[src/rtl/fetch_aligner_pkg.sv]
// Shared types and helpers for the RV32IC fetch aligner.
package fetch_aligner_pkg;

  localparam int unsigned XLEN    = 32;
  localparam int unsigned WADDR_W = 30;
  localparam int unsigned HALF_W  = 16;

  typedef enum logic [1:0] {
    S_RUN      = 2'd0,
    S_FETCH    = 2'd1,
    S_FETCH_HI = 2'd2
  } state_t;

  function automatic logic is_32bit(input logic [HALF_W-1:0] half);
    return half[1:0] == 2'b11;
  endfunction

  // Cache delivers byte 0 on [31:24]; put it back on [7:0].
  function automatic logic [XLEN-1:0] byte_swap(input logic [XLEN-1:0] rd);
    return {rd[7:0], rd[15:8], rd[23:16], rd[31:24]};
  endfunction

endpackage

[src/rtl/fetch_aligner_word_buf.sv]
// One-word fetch buffer: tag/data/valid, byte-swap on fill, hit compares for A and A+1.
module fetch_aligner_word_buf
  import fetch_aligner_pkg::*;
#(
  parameter logic [WADDR_W-1:0] RESET_TAG = 30'h0
) (
  input  logic               clk,
  input  logic               rst_n,
  input  logic               wr_en,
  input  logic [WADDR_W-1:0] wr_tag,
  input  logic [XLEN-1:0]    wr_rdata,
  input  logic [WADDR_W-1:0] lookup_tag,
  output logic [XLEN-1:0]    word,
  output logic               hit,
  output logic               hit_next
);

  logic               valid;
  logic [WADDR_W-1:0] tag;
  logic [WADDR_W-1:0] lookup_next;

  always_ff @(posedge clk) begin
    if (!rst_n) begin
      valid <= 1'b0;
      tag   <= RESET_TAG;
      word  <= '0;
    end else if (wr_en) begin
      valid <= 1'b1;
      tag   <= wr_tag;
      word  <= byte_swap(wr_rdata);
    end
  end

  // A+1 wraps within the 30-bit word address space.
  assign lookup_next = WADDR_W'(lookup_tag + WADDR_W'(1));
  assign hit         = valid && (tag == lookup_tag);
  assign hit_next    = valid && (tag == lookup_next);

endmodule

[src/rtl/fetch_aligner.sv]
// Halfword-aligned PC to aligned RV32IC instruction, with straddle stitching via a spill half.
module fetch_aligner
  import fetch_aligner_pkg::*;
#(
  parameter logic [WADDR_W-1:0] RESET_TAG = 30'h0
) (
  input  logic               clk,
  input  logic               rst_n,
  input  logic [XLEN-1:0]    pc,
  input  logic               stall,
  input  logic               step,
  input  logic               flush,
  output logic               ready,
  output logic               compressed,
  output logic [XLEN-1:0]    inst,
  input  logic               ICACHE_stall,
  output logic               ICACHE_ren,
  output logic               ICACHE_wen,
  output logic [WADDR_W-1:0] ICACHE_addr,
  input  logic [XLEN-1:0]    ICACHE_rdata,
  output logic [XLEN-1:0]    ICACHE_wdata
);

  state_t               state;
  logic [WADDR_W-1:0]   a;
  logic [WADDR_W-1:0]   a_next;
  logic [XLEN-1:0]      buf_word;
  logic                 buf_hit;
  logic                 buf_hit_next;
  logic [HALF_W-1:0]    lower;
  logic [HALF_W-1:0]    upper;
  logic [HALF_W-1:0]    spill;
  logic [WADDR_W-1:0]   spill_tag;
  logic                 spill_valid;
  logic                 spill_hit;
  logic                 fill;
  logic                 unused_pc0;

  assign a          = pc[31:2];
  assign a_next     = WADDR_W'(a + WADDR_W'(1));
  assign lower      = buf_word[15:0];
  assign upper      = buf_word[31:16];
  assign spill_hit  = spill_valid && (spill_tag == a);
  assign fill       = (state != S_RUN) && ICACHE_ren && !ICACHE_stall;
  assign unused_pc0 = pc[0];

  assign ICACHE_wen   = 1'b0;
  assign ICACHE_wdata = '0;

  fetch_aligner_word_buf #(
    .RESET_TAG (RESET_TAG)
  ) u_word_buf (
    .clk        (clk),
    .rst_n      (rst_n),
    .wr_en      (fill),
    .wr_tag     (ICACHE_addr),
    .wr_rdata   (ICACHE_rdata),
    .lookup_tag (a),
    .word       (buf_word),
    .hit        (buf_hit),
    .hit_next   (buf_hit_next)
  );

  // Zero-cycle output select while running; nothing is presented during a fetch.
  always_comb begin
    ready      = 1'b0;
    compressed = 1'b0;
    inst       = '0;
    if (state == S_RUN) begin
      if (!pc[1]) begin
        if (buf_hit) begin
          ready = 1'b1;
          if (is_32bit(lower)) begin
            inst = buf_word;
          end else begin
            compressed = 1'b1;
            inst       = {16'h0, lower};
          end
        end
      end else if (buf_hit && !is_32bit(upper)) begin
        ready      = 1'b1;
        compressed = 1'b1;
        inst       = {16'h0, upper};
      end else if (spill_hit && buf_hit_next) begin
        ready = 1'b1;
        inst  = {lower, spill};
      end
    end
  end

  always_ff @(posedge clk) begin
    if (!rst_n) begin
      state       <= S_RUN;
      ICACHE_ren  <= 1'b0;
      ICACHE_addr <= '0;
      spill       <= '0;
      spill_tag   <= '0;
      spill_valid <= 1'b0;
    end else begin
      case (state)
        S_RUN: begin
          if (!stall && step && !flush && !ready) begin
            if (pc[1] && spill_hit) begin
              state       <= S_FETCH_HI;
              ICACHE_ren  <= 1'b1;
              ICACHE_addr <= a_next;
            end else if (pc[1] && buf_hit) begin
              // Upper half opens a 32-bit inst: keep it and go get the next word.
              spill       <= upper;
              spill_tag   <= a;
              spill_valid <= 1'b1;
              state       <= S_FETCH_HI;
              ICACHE_ren  <= 1'b1;
              ICACHE_addr <= a_next;
            end else begin
              state       <= S_FETCH;
              ICACHE_ren  <= 1'b1;
              ICACHE_addr <= a;
            end
          end
        end
        S_FETCH, S_FETCH_HI: begin
          if (!ICACHE_stall) begin
            state      <= S_RUN;
            ICACHE_ren <= 1'b0;
          end
        end
        default: begin
          state      <= S_RUN;
          ICACHE_ren <= 1'b0;
        end
      endcase
      if (flush || !step) spill_valid <= 1'b0;
    end
  end

endmodule

[config.mk]
export PLATFORM = sky130hd
export DESIGN_NAME = fetch_aligner
export DESIGN_NICKNAME = d
export VERILOG_FILES = /design/src/rtl/fetch_aligner_pkg.sv /design/src/rtl/fetch_aligner_word_buf.sv /design/src/rtl/fetch_aligner.sv
export SDC_FILE = /design/constraint.sdc
export NUM_CORES = 1
export LEC_CHECK = 0
export ABC_AREA = 1
export CORE_MARGIN = 2
export CORE_UTILIZATION = 40
export CTS_CLUSTER_SIZE = 10
export DETAILED_ROUTE_END_ITERATION = 16
export GPL_TIMING_DRIVEN = 0
export PLACE_DENSITY = 0.71
export SLEW_MARGIN = 20
export SYNTH_ARGS = -nofsm -noshare
export SYNTH_HDL_FRONTEND = slang
export SYNTH_HIERARCHICAL = 1
export SYNTH_SLANG_ARGS = --single-unit
export TNS_END_PERCENT = 20
[constraint.sdc]
create_clock -name clk -period 3.5 [get_ports clk]
set_input_delay 0.7 -clock clk [delete_from_list [all_inputs] [get_ports clk]]
set_output_delay 0.7 -clock clk [all_outputs]
set_load 0.02 [all_outputs]
# == Yosys cells after proc, flatten, opt, wreduce, memory -nomap -nowiden ==
# Index checks and enable logic that the tools add are counted.
# totals
output_inout_bits,98
reg_bits,143
elab_cells,73
in_bits,70
# classes
addsub,1
n_bitwise,2
reduce_logical,26
mux,26
eq_ne,9
# op_table
operator,count
2-to-1 mux 32 bit,6
equality test 30 bit,3
2-to-1 mux 30 bit,2
"adder 30 x 1 -> 30 bit, second input constant",1
logical AND 1 bit,12
2-to-1 mux 1 bit,12
2-to-1 mux 2 bit,4
"equality test 2 bit, second input constant",3
logical NOT 1 bit,6
case mux 2 bit (2 select lines),1
AND reduction 2 bit,2
AND reduction 4 bit,1
OR reduction 2 bit,2
"equality test 2 x 1 -> 1 bit, second input constant",1
logical NOT 2 bit,1
"inequality test 2 x 1 -> 1 bit, second input constant",1
"inequality test 2 bit, second input constant",1
NOT 1 bit,2
case mux 1 bit (2 select lines),1
nonzero test 2 bit,1
logical OR 1 bit,1

# == Depth between registers and ports, before layout ==
# depth
depth_word,12
depth_mapped,21
ltp_nobuf,20

# == Cells and area by module ==
# Netlist, hierarchy kept.
# modules_own_cells
module,seq_area_each_um2,cells_per_inst,area_per_inst_um2,instances
fetch_aligner,1601.5,1085,6095.8,1
fetch_aligner_word_buf,1261.2,569,3613.5,1

# == Worst setup path before layout ==
# Ideal clock, no wire load.
# synth_timing
path_kind,input to output
start,in pc[2]
end,out inst[17]
cell_stages,15
arrival_time_ns,2.849
required_ns,2.800
slack_ns,-0.049
path_cell_list,ha_1 inv_1 nor2_4 nand3_4 nor2_2 nand3_1 nand2_1 nand2_1 nor2_1 nand3_1 nor2_2 nor3b_2 buf_2 nand2_1 a211oi_1
# synth_between
elab_chain_cells,8
word_cells_on_any_way,14
classes_between,1 x add/sub; 3 x eq/ne; 5 x mux; 5 x reduce/logical
# synth_lines
item,line,source
start: declaration,fetch_aligner.sv:9,"input logic [XLEN-1:0] pc,"
adder 30 x 1 -> 30 bit,fetch_aligner_word_buf.sv:35,assign lookup_next = WADDR_W'(lookup_tag + WADDR_W'(1));
equality test 30 bit,fetch_aligner_word_buf.sv:37,assign hit_next = valid && (tag == lookup_next);
logical AND 1 bit,fetch_aligner_word_buf.sv:37,
via buf_hit_next,fetch_aligner.sv:29,logic buf_hit_next;
logical AND 1 bit,fetch_aligner.sv:84,end else if (spill_hit && buf_hit_next) begin
2-to-1 mux 32 bit,fetch_aligner.sv:84,
2-to-1 mux 32 bit,fetch_aligner.sv:80,end else if (buf_hit && !is_32bit(upper)) begin
2-to-1 mux 32 bit,fetch_aligner.sv:70,if (!pc[1]) begin
2-to-1 mux 32 bit,fetch_aligner.sv:69,if (state == S_RUN) begin
end: declaration,fetch_aligner.sv:15,"output logic [XLEN-1:0] inst,"
# The timed path passes the listed nets, and every way through them passes these cells.

# == Worst setup path in the final report ==
# layout_timing
start,in pc[3]
end,out inst[1]
# Same word-level chain as after synthesis.

==> run summary <==
The run finished, with violations left. The checks that failed: setup timing. Clock latency on the worst-skew pair, taken at its later pin, is 0.44 ns.

The count of buffers from port buffering is 132, and the final worst-path cycle share is 1.111. Number of synthesized flops with an enable pin: 0. The worst setup path is captured at a primary output.

The smallest clock period supported by the final layout is computed as 3.887 ns. Entering global routing, the biggest net connects 19 pins. The first detailed-routing pass ran for 5 iterations.

The run gives 0 as the reported max-cap violation count. Setup violations remaining at the end of the flow were counted as 33. The end of the worst register-to-register path was ICACHE_addr[29]. The required time of the critical path was 2.80 ns. The maximum VDD drop came out at 0.3202 mV.

Dividing the synthesized area by the synthesized cell count gives 5.870 µm². The path category of the worst min-delay check was reg -> reg. At the end of routability-driven placement, the weighted congestion stood at 0.9655.

The critical path's slowest cell is sky130_fd_sc_hd__nor3b_4. Setup repair after global routing could not meet its margin everywhere. Among the stages of the critical path, the cell type that occurs most often is sky130_fd_sc_hd__nand2_1.

The count of hold-fix buffers inserted at cts was 0; the worst slew margin relative to its limit was 0.5034. Clock-pin slew was measured on the worst setup and hold paths at 0.07 ns. For hold timing, the worst endpoint is state[1]. The worst hold path passes through 2 cells.

The type of element launching the critical path was an input port. The final count of pins violating max slew is 0. For the pin with the worst max-slew slack, the measured transition is 0.7448 ns. The routed design has 37.79 mm of wire. Cell taking the most area after synthesis: sky130_fd_sc_hd__dfxtp_1. The via count of the first global-routing pass was 10,310.

Ranked by total cell area, the synthesized netlist is headed by sky130_fd_sc_hd__dfxtp_1 (29%), sky130_fd_sc_hd__nand2_1 (20%), sky130_fd_sc_hd__nor2_1 (14%). The tools report the final standard cell count with taps included and fillers excluded as 2,192. Vertical die dimension: 159.8 µm. The clock passes through at most 2 buffers. For this block, the initial DRC count from the detailed router was 1,051. The startpoint identified for the worst register-to-register timing path is u_word_buf/tag[8]. The remaining routing DRC violations was 0.

Via count normalized by instance count: 5.237. The run gives 0.4028 as the initial core utilization. STA puts the critical path data arrival time at 3.19 ns.

After legalization and detailed placement, the total HPWL measured 28.76 mm. Setup slack of the critical path after layout: -0.3873 ns. After synthesis the netlist holds a flip-flop and latch count of 143.

The number of I/O pins is 168. For this run, the slowest stage of the critical path takes 0.25 ns. The count of nets after finishing is 1,928, and the number of unique standard cell types used by synthesis is 41.

The analysis attributes to cell leakage a power of 5.589 nW. The start point of the worst min-delay path is state[1]. The tools report the aggregate global-route resource usage as 0.2868. Counting tap cells, the placed design contains a total of 2,142 instances. The fraction of registers with async set/reset works out to 0.

The most frequently used flop master after synthesis is sky130_fd_sc_hd__dfxtp_1. The number of nets still failing antenna checks after routing was 0. Power spread over the standard cell area amounts to 337.5 nW/µm². Between clock sinks in the finished design, the worst skew comes to 0.01253 ns. Top cell type's share of synthesized area: 0.2948.

For the number of hold violations in the final report, the log shows 0. Yosys printed 6 warnings. In the final routed layout, each cell accounts on average for 17.24 µm.

For the number of sinks on the clock net, the log shows 143. The worst slack at placement is -2.117 ns, and the layout cell share with drive strength beyond 1 is 0.1660. The depth of the worst register-to-register path is 17, and the number of buffers created by CTS is 17.

Traced cell by cell, the critical path runs through buf_12 > ha_4 > inv_2 > nor2_4 > buf_4 > nand2_1 > nand2_1 > nand2_1 > nor2_1 > nand2_1 > nor2_1 > nand2_1 > nor2_1 > nand2_2 > nor2_4 > nor3b_4 > buf_6 > buf_6 > nand3_1 > a31oi_2 > buf_4. Of all nets on the critical path, the largest fanout is 6. The sequential element share of the synthesized area is 0.2948. The routed layout has 11,480 vias. For flop-to-flop paths, the worst setup slack is 0.54 ns. In this run the number of H-tree levels came out at 4.

The area growth from synthesis to layout is 31.84%. Maximum clock frequency: 0.2573 GHz. The die is 159.8 µm wide. The full die area is 25,540 µm². After global routing the overflow that remains totals 0. The initial antenna violation count was 0; the wire length of the first global-routing pass was 57.13 mm. Row generation in the floorplan step produced 57 rows. Clock tree synthesis selected as its root buffer the cell sky130_fd_sc_hd__clkbuf_16. Summing every instance area after synthesis gives 9709 µm². TritonCTS built the clock tree. For the antenna diode count, the log shows 0. The worst setup path is of the in -> out kind. The post-synthesis instance total is 1,654, and the area of the core is 24,110 µm².
cells in the mapped netlist, types with 14 or more instances:
library cell                 n
sky130_fd_sc_hd__inv_1     121
sky130_fd_sc_hd__xnor2_1    15
sky130_fd_sc_hd__nand4_1    18
sky130_fd_sc_hd__o21ai_0   116
sky130_fd_sc_hd__dfxtp_1   143
sky130_fd_sc_hd__a31oi_1    16
sky130_fd_sc_hd__inv_2      14
sky130_fd_sc_hd__nand3_1    81
sky130_fd_sc_hd__buf_4      37
sky130_fd_sc_hd__nand2_1   506
sky130_fd_sc_hd__clkbuf_1   43
sky130_fd_sc_hd__nor2_1    354
sky130_fd_sc_hd__xor2_1     37
sky130_fd_sc_hd__a21oi_1    35
sky130_fd_sc_hd__nor3_1     21
sky130_fd_sc_hd__o21ai_1    20
registers in the layout (all words and copies together), names as in the netlist:
| register | count |
|---|---|
| u_word_buf/valid | 1 |
| ICACHE_ren | 1 |
| ICACHE_addr | 30 |
| state | 2 |
| u_word_buf/word | 32 |
| spill_tag | 30 |
| spill | 16 |
| spill_valid | 1 |
| u_word_buf/tag | 30 |
worst max path at each step:
stage	from	end	slack (ns)	cells after the start
4_1_cts	pc[3]	inst[16]	-0.36	22
2_1_floorplan	pc[2]	inst[16]	0.03	17
3_3_place_gp	pc[10]	inst[22]	-2.14	13
5_1_grt	pc[10]	inst[4]	-0.52	14
6_report	pc[3]	inst[1]	-0.39	21
3_5_place_dp	pc[10]	inst[22]	-2.12	13
cell families (layout without fill, tap and decap cells):
logic type | Yosys count | after routing | synth area share
AND/OR/NAND/NOR | 1020 | 1020 | 0.4354
buffers and inverters | 241 | 423 | 0.1146
AO/OA/AOI/OAI | 194 | 194 | 0.1040
flip-flops | 143 | 143 | 0.2948
XOR/XNOR | 52 | 52 | 0.04691
adder cells (fa/ha/maj) | 3 | 3 | 0.003866
other | 1 | 33 | 0.0003862
power breakdown:
part           leakage, nW  internal, mW  switching [mW]
clock network        0.296         0.971           0.911
logic                 4.14         0.277           0.472
registers             1.15          1.66          0.0339
total                 5.59          2.90            1.42
what timing repair did:
action,in CTS,in global routing
resized for setup,439,72
pin swaps,23,21
gates cloned,3,0
buffers inserted,11,5
endpoints found under the setup margin,114,34
placed cells by master, fill, tap and decap left out, drive strengths merged:
cell and n:
dlygate4sd2 1, o21a 2, nand4 19, and2 2
or2 1, a21boi 1, clkdlybuf4s15 2, nor3 21
o21bai 2, nor3b 1, clkdlybuf4s18 1, nor2 372
xor2 37, nand2 512, buf 129, a211oi 1
clkbuf 66, clkinv 13, nor2b 1, inv 143
ha 3, dfxtp 143, xnor2 15, conb 33
clkdlybuf4s50 68, nand3 86, o21ai 137, a31oi 16
a21oi 35, nor4 5
worst max-delay path: cells and delay by family:
family,cells,cell delay (ns)
compound gates,1,0.23
simple gates,13,1.34
buf+inv,6,0.77
fa+ha+maj,1,0.13
per-stage QoR:
stage	power (mW)	cell area, µm²	TNS [ns]	util	hold WS (ns)
after floorplan	2.107	9834	0	-	0.4398
after global placement	2.414	11560	-132.78	0.4796	0.4516
after detailed placement	2.415	11560	-132.38	0.4796	0.4623
after CTS	4.288	12490	-10.04	0.5181	0.4726
after global routing	4.460	12800	-14.77	0.5310	0.4995
final	4.320	12800	-10.54	0.5310	0.4683
routing by layer:
layer  GRT usage  wire [µm]  share of wire
met1      0.3762      15880           0.42
met2      0.4719      17070           0.45
met4      0.1016       1274          0.034
met3     0.05429       3567          0.094
met5           0          0              0
final cells by class:
cell class / instances / area (µm²)
buffer: 100 / 614.3
clock buffer: 17 / 425.4
clock inverter: 15 / 183.9
fill: 2485 / 11300
inverter: 141 / 541.8
multi-input combinational: 1302 / 6352
sequential: 143 / 2863
tap: 324 / 405.4
timing repair buffer: 150 / 1415
(Power assumes the default switching activity.)
